--- src/rtl/uart_result_tx.sv ---
// Captures an ALU result/error pair on load and sends it as a 3-byte 8N1 UART frame:
// status byte, result[15:8], result[7:0].
module uart_result_tx #(
   parameter int unsigned CLKS_PER_BIT = 434,
   parameter logic [7:0]  STATUS_OK    = 8'h00,
   parameter logic [7:0]  STATUS_ERR   = 8'hEE
) (
   input  logic        clk,
   input  logic        rst_n,
   input  logic        load,
   input  logic [15:0] result,
   input  logic        error,
   output logic        tx,
   output logic        busy,
   output logic        done
);

   localparam int unsigned BaudW = (CLKS_PER_BIT > 1) ? $clog2(CLKS_PER_BIT) : 1;
   localparam logic [BaudW-1:0] BaudLast = BaudW'(CLKS_PER_BIT - 1);

   typedef enum logic [1:0] {StIdle, StStart, StData, StStop} state_e;

   state_e           state_q, state_d;
   logic [BaudW-1:0] baud_q, baud_d;
   logic [2:0]       bit_q, bit_d;
   logic [1:0]       idx_q, idx_d;
   logic [7:0]       byte0_q, byte0_d;
   logic [7:0]       byte1_q, byte1_d;
   logic [7:0]       byte2_q, byte2_d;
   logic             tx_q, tx_d;
   logic             done_q, done_d;
   logic [7:0]       cur_byte;
   logic             baud_last;

   assign baud_last = (baud_q == BaudLast);

   always_comb begin
      state_d  = state_q;
      baud_d   = baud_q;
      bit_d    = bit_q;
      idx_d    = idx_q;
      byte0_d  = byte0_q;
      byte1_d  = byte1_q;
      byte2_d  = byte2_q;
      done_d   = 1'b0;
      cur_byte = byte2_d;
      tx_d     = 1'b1;

      unique case (state_q)
         StIdle: begin
            baud_d = '0;
            bit_d  = '0;
            if (load) begin
               byte0_d = error ? STATUS_ERR : STATUS_OK;
               byte1_d = error ? 8'h00 : result[15:8];
               byte2_d = error ? 8'h00 : result[7:0];
               idx_d   = 2'd0;
               state_d = StStart;
            end
         end
         StStart: begin
            if (baud_last) begin
               baud_d  = '0;
               bit_d   = '0;
               state_d = StData;
            end else begin
               baud_d = baud_q + BaudW'(1);
            end
         end
         StData: begin
            if (baud_last) begin
               baud_d = '0;
               if (bit_q == 3'd7) begin
                  state_d = StStop;
               end else begin
                  bit_d = bit_q + 3'd1;
               end
            end else begin
               baud_d = baud_q + BaudW'(1);
            end
         end
         StStop: begin
            if (baud_last) begin
               baud_d = '0;
               if (idx_q == 2'd2) begin
                  state_d = StIdle;
                  done_d  = 1'b1;
               end else begin
                  // Next byte's start bit follows the stop bit with no idle gap.
                  idx_d   = idx_q + 2'd1;
                  state_d = StStart;
               end
            end else begin
               baud_d = baud_q + BaudW'(1);
            end
         end
         default: state_d = StIdle;
      endcase

      case (idx_d)
         2'd0:    cur_byte = byte0_d;
         2'd1:    cur_byte = byte1_d;
         default: cur_byte = byte2_d;
      endcase

      // tx is registered from the next-state view so the line changes on the bit boundary.
      case (state_d)
         StStart: tx_d = 1'b0;
         StData:  tx_d = cur_byte[bit_d];
         default: tx_d = 1'b1;
      endcase
   end

   always_ff @(posedge clk or negedge rst_n) begin
      if (!rst_n) begin
         state_q <= StIdle;
         baud_q  <= '0;
         bit_q   <= '0;
         idx_q   <= '0;
         byte0_q <= '0;
         byte1_q <= '0;
         byte2_q <= '0;
         tx_q    <= 1'b1;
         done_q  <= 1'b0;
      end else begin
         state_q <= state_d;
         baud_q  <= baud_d;
         bit_q   <= bit_d;
         idx_q   <= idx_d;
         byte0_q <= byte0_d;
         byte1_q <= byte1_d;
         byte2_q <= byte2_d;
         tx_q    <= tx_d;
         done_q  <= done_d;
      end
   end

   assign tx   = tx_q;
   assign busy = (state_q != StIdle);
   assign done = done_q;

endmodule
--- config.mk ---
export PLATFORM = sky130hd
export DESIGN_NAME = uart_result_tx
export DESIGN_NICKNAME = d
export VERILOG_FILES = /design/src/rtl/uart_result_tx.sv
export SDC_FILE = /design/constraint.sdc
export NUM_CORES = 1
export LEC_CHECK = 0
export CORE_MARGIN = 2
export CORE_UTILIZATION = 50
export DETAILED_ROUTE_END_ITERATION = 12
export GPL_TIMING_DRIVEN = 0
export PLACE_DENSITY = 0.72
export SETUP_SLACK_MARGIN = 0.4
export SLEW_MARGIN = 20
export SYNTH_ARGS = -nofsm -noshare
export SYNTH_HDL_FRONTEND = slang
export SYNTH_SLANG_ARGS = --single-unit
--- constraint.sdc ---
create_clock -name clk -period 3.6 [get_ports clk]
set_input_delay 0.54 -clock clk [delete_from_list [all_inputs] [get_ports clk]]
set_output_delay 0.54 -clock clk [all_outputs]
set_load 0.005 [all_outputs]
==> After elaboration in Yosys (flattened, before gate mapping) <==
Index checks and enable logic that the tools add are counted.
{ "classes": {"order_cmp": 1, "reduce_logical": 4, "addsub": 3, "eq_ne": 9, "n_mux": 33} }
{ "ops": {"columns": ["operator", "n"], "rows": [
  ["2-to-1 mux 8 bit", 9],
  ["one-hot mux 9 bit (2 select lines)", 1],
  ["2-to-1 mux 2 bit", 8],
  ["one-hot mux 8 bit (2 select lines)", 1],
  ["adder 9 x 1 -> 9 bit, second input constant", 1],
  ["equality test 9 bit, second input constant", 1],
  ["2-to-1 mux 3 bit", 3],
  ["2-to-1 mux 9 bit", 1],
  ["one-hot mux 3 bit (3 select lines)", 1],
  ["equality test 2 bit, second input constant", 4],
  ["one-hot mux 2 bit (4 select lines)", 1],
  ["equality test 2 x 1 -> 1 bit, second input constant", 3],
  ["2-to-1 mux 1 bit", 5],
  ["logical NOT 2 bit", 2],
  ["less-than comparator 3 x 4 -> 1 bit, second input constant", 1],
  ["one-hot mux 2 bit (2 select lines)", 1],
  ["adder 3 x 1 -> 3 bit, second input constant", 1],
  ["binary-select mux 1 bit (select 3 bit)", 1],
  ["equality test 3 bit, second input constant", 1],
  ["OR reduction 3 bit", 1],
  ["adder 2 x 1 -> 2 bit, second input constant", 1],
  ["one-hot mux 1 bit (2 select lines)", 1],
  ["nonzero test 2 bit", 1]
]} }
{ "totals": {"elab_cells": 59, "regBits": 42, "out_inout_bits": 3, "in_bits": 20} }

==> Longest topological paths before layout <==
{ "logic_depth": {"word_depth": 9, "depth_mapped": 12, "ltp_nobuf": 10} }

==> Worst setup path after synthesis <==
OpenSTA, ideal clock, no wires.
{ "synth_timing": {"path_kind": "register to register", "startpoint": "register state_q[1]", "endpoint": "register tx_q (netlist: tx)", "setup_ns": 0.094, "period_less_slack_ns": 2.893, "n_path_buf": 1, "slack_ns": 0.707, "stages_incl_launch_ff": 10, "arrival_ns": 2.799, "t_required_ns": 3.506, "path_cell_list": "dfrtp_1 ha_1 buf_1 inv_1 o311ai_4 mux2_1 nor2b_1 a2111oi_0 a2111oi_0 or4_1"} }
{ "synth_between": {"elab_chain_len": 7, "elab_cells_between_ends": 23, "cone_classes": "eq/ne: 6; mux: 15; reduce/logical: 2"} }
{ "synth_rtl": {"columns": ["element", "line_no", "text"], "rows": [
  ["start: declaration", "23", "state_e state_q, state_d;"],
  ["start signal: assignment", "116", "state_q <= StIdle;"],
  ["start signal: assignment", "126", "state_q <= state_d;"],
  ["equality test 2 bit / logical NOT 2 bit (equally long branches)", "49", "unique case (state_q)"],
  ["one-hot mux 2 bit (2 select lines) (*)", "49", null],
  ["via idx_d[0]", "26", "logic [1:0] idx_q, idx_d;"],
  ["equality test 2 x 1 -> 1 bit / logical NOT 2 bit (equally long branches)", "100", "case (idx_d)"],
  ["one-hot mux 8 bit (2 select lines) (*)", "100", null],
  ["binary-select mux 1 bit (select 3 bit) (*)", "109", "StData: tx_d = cur_byte[bit_d];"],
  ["2-to-1 mux 1 bit (not written as such) (*)", "109", null],
  ["one-hot mux 1 bit (2 select lines) (*)", "107", "case (state_d)"],
  ["via tx_d", "30", "logic tx_q, tx_d;"],
  ["end signal: assignment", "133", "tx_q <= tx_d;"],
  ["end: declaration", "30", null]
]} }
Mark *: on every way through the listed nets, which the timed path passes. The rest lies on a longest branch. The select of a mux whose other input is x is not followed.

==> Worst setup path in the final report <==
{ "layout_timing": {"startpoint": "register baud_q[1]", "endpoint": "register tx_q (netlist: tx)"} }
{ "layout_between": {"elab_chain_len": 8, "elab_cells_between_ends": 18, "cone_classes": "eq/ne: 4; mux: 13; reduce/logical: 1"} }
{ "layout_rtl": {"columns": ["element", "line_no", "text"], "rows": [
  ["start: declaration", "24", "logic [BaudW-1:0] baud_q, baud_d;"],
  ["start signal: assignment", "127", "baud_q <= baud_d;"],
  ["equality test 9 bit (*)", "35", "assign baud_last = (baud_q == BaudLast);"],
  ["2-to-1 mux 2 bit", "83", "if (baud_last) begin"],
  ["one-hot mux 2 bit (2 select lines)", "49", null],
  ["equality test 2 x 1 -> 1 bit / logical NOT 2 bit (equally long branches)", "100", null],
  ["one-hot mux 8 bit (2 select lines)", "100", null],
  ["binary-select mux 1 bit (select 3 bit)", "109", null],
  ["2-to-1 mux 1 bit (not written as such)", "109", null],
  ["one-hot mux 1 bit (2 select lines) (*)", "107", null],
  ["via tx_d", "30", null]
]} }
Marked as above.

==> results by group <==
Drt
  • Post-DRT Antenna Nets: 0
  • Via count: between 1500 and 2000
  • 1st-iter DRT viols: 69
  • DRC viols: 0
  • Vias per cell: 5.344
  • Drt wl/cell: 13.45 um
  • Total wire length: ~4200 um
  • Drt pass-1 iters: 4

Cells and area
  • Antenna cell count: 0
  • Nets: 288
  • Area Overhead vs Synth: 19.39%
  • Register area: 1052 sq um
  • Share of cells above drive strength 1: 12.74%
  • Fin cells: 311
  • Layout fillers: 360
  • Area occupied by multi-input gates: 1110 sq um

STA
  • Fmax: 332.9 MHz
  • Unrepaired setup endpoints after global routing: no
  • Setup WS post-layout: about 0.60 ns
  • Worst Tran Pin Value: 0.4996 ns
  • Slew headroom: around two thirds
  • Final setup fails: 0
  • Skew final: 0.003219 ns
  • Post-layout min period: 3.004 ns
  • Final count of hold timing violations: 0
  • Fin. max-slew vios: 0
  • Fin crit share: 83.44%
  • Post-route setup TNS: 0 ns
  • Hold WS: slightly above 0.2 ns

Critical path
  • Critical path type: flop to flop
  • Reg-to-reg critical path startpoint: baud_q[1]
  • Startpoint Class: flop
  • Worst-case reg-to-reg path depth: 11
  • R2R Path End: tx
  • Slowest CP cell: or4_1
  • Worst setup EP type: flop
  • FF-to-FF setup slack: 0.60 ns
  • Crit-path max FO: 6
  • CP required: 3.81 ns
  • Crit path cell chain: inv_1 -> ha_1 -> and4b_4 -> nand3_1 -> and3_1 -> a211oi_4 -> buf_4 -> mux2i_1 -> a21oi_1 -> nor4b_1 -> or4_1
  • Crit path largest cell delay: 0.51 ns
  • Crit path DAT: 3.22 ns

Clocking
  • Maximum root-to-sink buffer count: 2
  • CTS H-tree lvls: 2
  • Root buffer cell: clkbuf_8
  • # hold bufs at CTS: 0
  • TritonCTS Buffers: 5
  • CTS tree: yes
  • Clock sinks: 42
  • Worst-path clk slew: approximately 0.080 ns
  • Worst skew pair latency: a little under 0.3 ns

Logic synthesis
  • Avg Inst Size Synth: 9.965 sq um
  • Mapped Cells: 226
  • Synth Flop Type: dfrtp_1
  • Ys async rst share: 100.0%
  • Synthesis Warnings: 0
  • EDFF count, synth: 0
  • Cell variety after synth: 45
  • Yosys top cell by area: dfrtp_1
  • Sequential-to-total area share from yosys stat: 46.72%
  • Synth area leaders: dfrtp_1, ha_1, nand2b_1, o21ai_0, nand2_1
  • Post-synthesis cell area: 2252 sq um
  • Top-area cell type share of the netlist area: 45.56%
  • Synthesized Nets: 256
  • Yosys reg bits: 42

Job
  • Max cap viols: 0

Global routing
  • Largest net degree at the start of global routing: 23
  • Vias in the first global route: 1656
  • GRT Total Usage: 19.13%
  • Total gr overflow: 0
  • Initial antenna violation count: 0
  • First-pass GRT wire length: 7610 um

Placement
  • GPL Wtd Cong: 0.7750
  • Placed Cells: 301
  • Detail Placement HPWL: 3065 um
  • DP Worst Slack: 0.2058 ns
  • Buffers added on ports: 22

Power and ir drop
  • Switching Power: 445.3 uW
  • Switching share of total power: around 30%
  • Worst vdd ir: 282.6 uV
  • Pleak: around 0.0013 uW
  • Int Pwr: 1001 uW
  • Sequential power share: 44.6%
  • Clock power share: 25.4%
  • Overall power: 1446 uW
  • Total power per unit cell area: 537.7 nW/um^2
  • Comb power frac: 30.0%

Die
  • Die Y: 71.12 um
  • Core area: ~4400 sq um
  • DIE AREA: 5057 sq um
  • Ports: 23
  • Starting Density: between 50% and 60%
  • FP Rows: 24
  • DIE WIDTH: 71.12 um

Run status
  • Status: completed

Min path
  • Hold Path Class: primary input to asynchronous set/reset pin
registers in the layout, summed over array words and instances, names as in the netlist:
register  cells
byte2_q       8
tx            1
bit_q         3
state_q       2
idx_q         2
done          1
byte0_q       8
baud_q        9
byte1_q       8
synth_stat cells, types with 2 or more instances:
cell,instances
nand4_1,2
nand2_1,25
xnor2_1,5
ha_1,10
inv_1,12
nand3_1,6
dfrtp_1,41
mux2i_1,5
nand2b_1,17
buf_2,2
and3_1,2
nor2_1,18
a21o_1,8
a2111oi_0,4
nor2b_1,3
mux2_2,6
o21ai_0,20
xor2_1,3
nor3_1,5
clkbuf_1,7
worst max-delay path by stage:
stage | start | end | slack [ns] | cells past startpoint
3_5_place_dp | load | tx | 0.21 | 9
5_1_grt | baud_q[1] | tx | 0.42 | 11
4_1_cts | load | tx | 0.50 | 9
3_3_place_gp | load | tx | 0.19 | 9
6_report | baud_q[1] | tx | 0.60 | 11
2_1_floorplan | state_q[1] | tx | 0.71 | 9
power groups by stage:
stage	clock (uW)	sequential [uW]	combinational, uW
2_1_floorplan	0	645	300
3_3_place_gp	0	650	424
3_5_place_dp	0	655	432
4_1_cts	376	646	436
5_1_grt	404	658	500
6_report	367	645	434
layout make-up:
class | count | share of cell area (%)
Clock inverter | 3 | 1.489
Multi-Input combinational cell | 161 | 41.27
Tap cell | 52 | 2.420
Inverter | 13 | 1.908
Sequential cell | 42 | 39.13
Buffer | 10 | 1.629
Clock buffer | 5 | 2.559
Timing Repair Buffer | 25 | 9.586
cells by family (layout without fill, tap and decap cells):
kind of cell	Yosys count	count (layout)	share of synthesized area, %
AND/OR/NAND/NOR	87	87	20.33
AO/OA/AOI/OAI	44	44	14.50
flip-flops	42	42	46.72
buffers and inverters	23	56	4.056
multiplexers	12	12	5.722
adder cells (fa/ha/maj)	10	10	5.556
XOR/XNOR	8	8	3.111
cell usage in the layout (no fill, tap or decap), types with 2 or more instances in the layout:
master	count
dfrtp_1	41
nand2_1	25
clkdlybuf4s50_1	21
o21ai_0	19
nor2_1	18
nand2b_1	17
inv_1	12
ha_1	10
a21o_1	8
nand3_1	6
mux2_2	6
clkbuf_1	5
nor3_1	5
xnor2_1	5
mux2i_1	5
clkbuf_8	5
buf_2	3
clkbuf_2	3
nor2b_1	3
xor2_1	3
a2111oi_0	3
and3_1	2
nand4_1	2
a2111oi_1	2
clkinv_2	2
buf_4	2
metal layers:
| layer | GRT usage (%) | share of wire (%) | up-vias |
|---|---|---|---|
| met3 | 4.701 | 3.6 | 6 |
| met4 | 6.289 | 1.5 | 0 |
| met5 | 0 | 0 | - |
| met1 | 26.25 | 50 | 790 |
| li1 | - | - | 839 |
| met2 | 30.01 | 45 | 27 |
stage by stage:
step           utilization (%)  area, sq um
2_1_floorplan                -         2252
3_3_place_gp             58.28         2537
3_5_place_dp             58.79         2560
4_1_cts                  61.47         2676
5_1_grt                  61.75         2689
6_report                 61.75         2689
critical path, delay by kind of cell, from the launching register on:
kind / cells / cell delay (ns)
AO/OA/AOI/OAI: 2 / 0.53
adder cells (fa/ha/maj): 1 / 0.14
multiplexers: 1 / 0.18
AND/OR/NAND/NOR: 5 / 1.37
flip-flops: 1 / 0.41
buffers and inverters: 2 / 0.29
repair_timing:
| action | in CTS | in global routing |
|---|---|---|
| buffers inserted | 1 | 1 |
| pin swaps | 1 | 1 |
| gates resized for setup | 0 | 7 |
| setup endpoints to repair | 1 | 1 |
(Power assumes the default switching activity.)
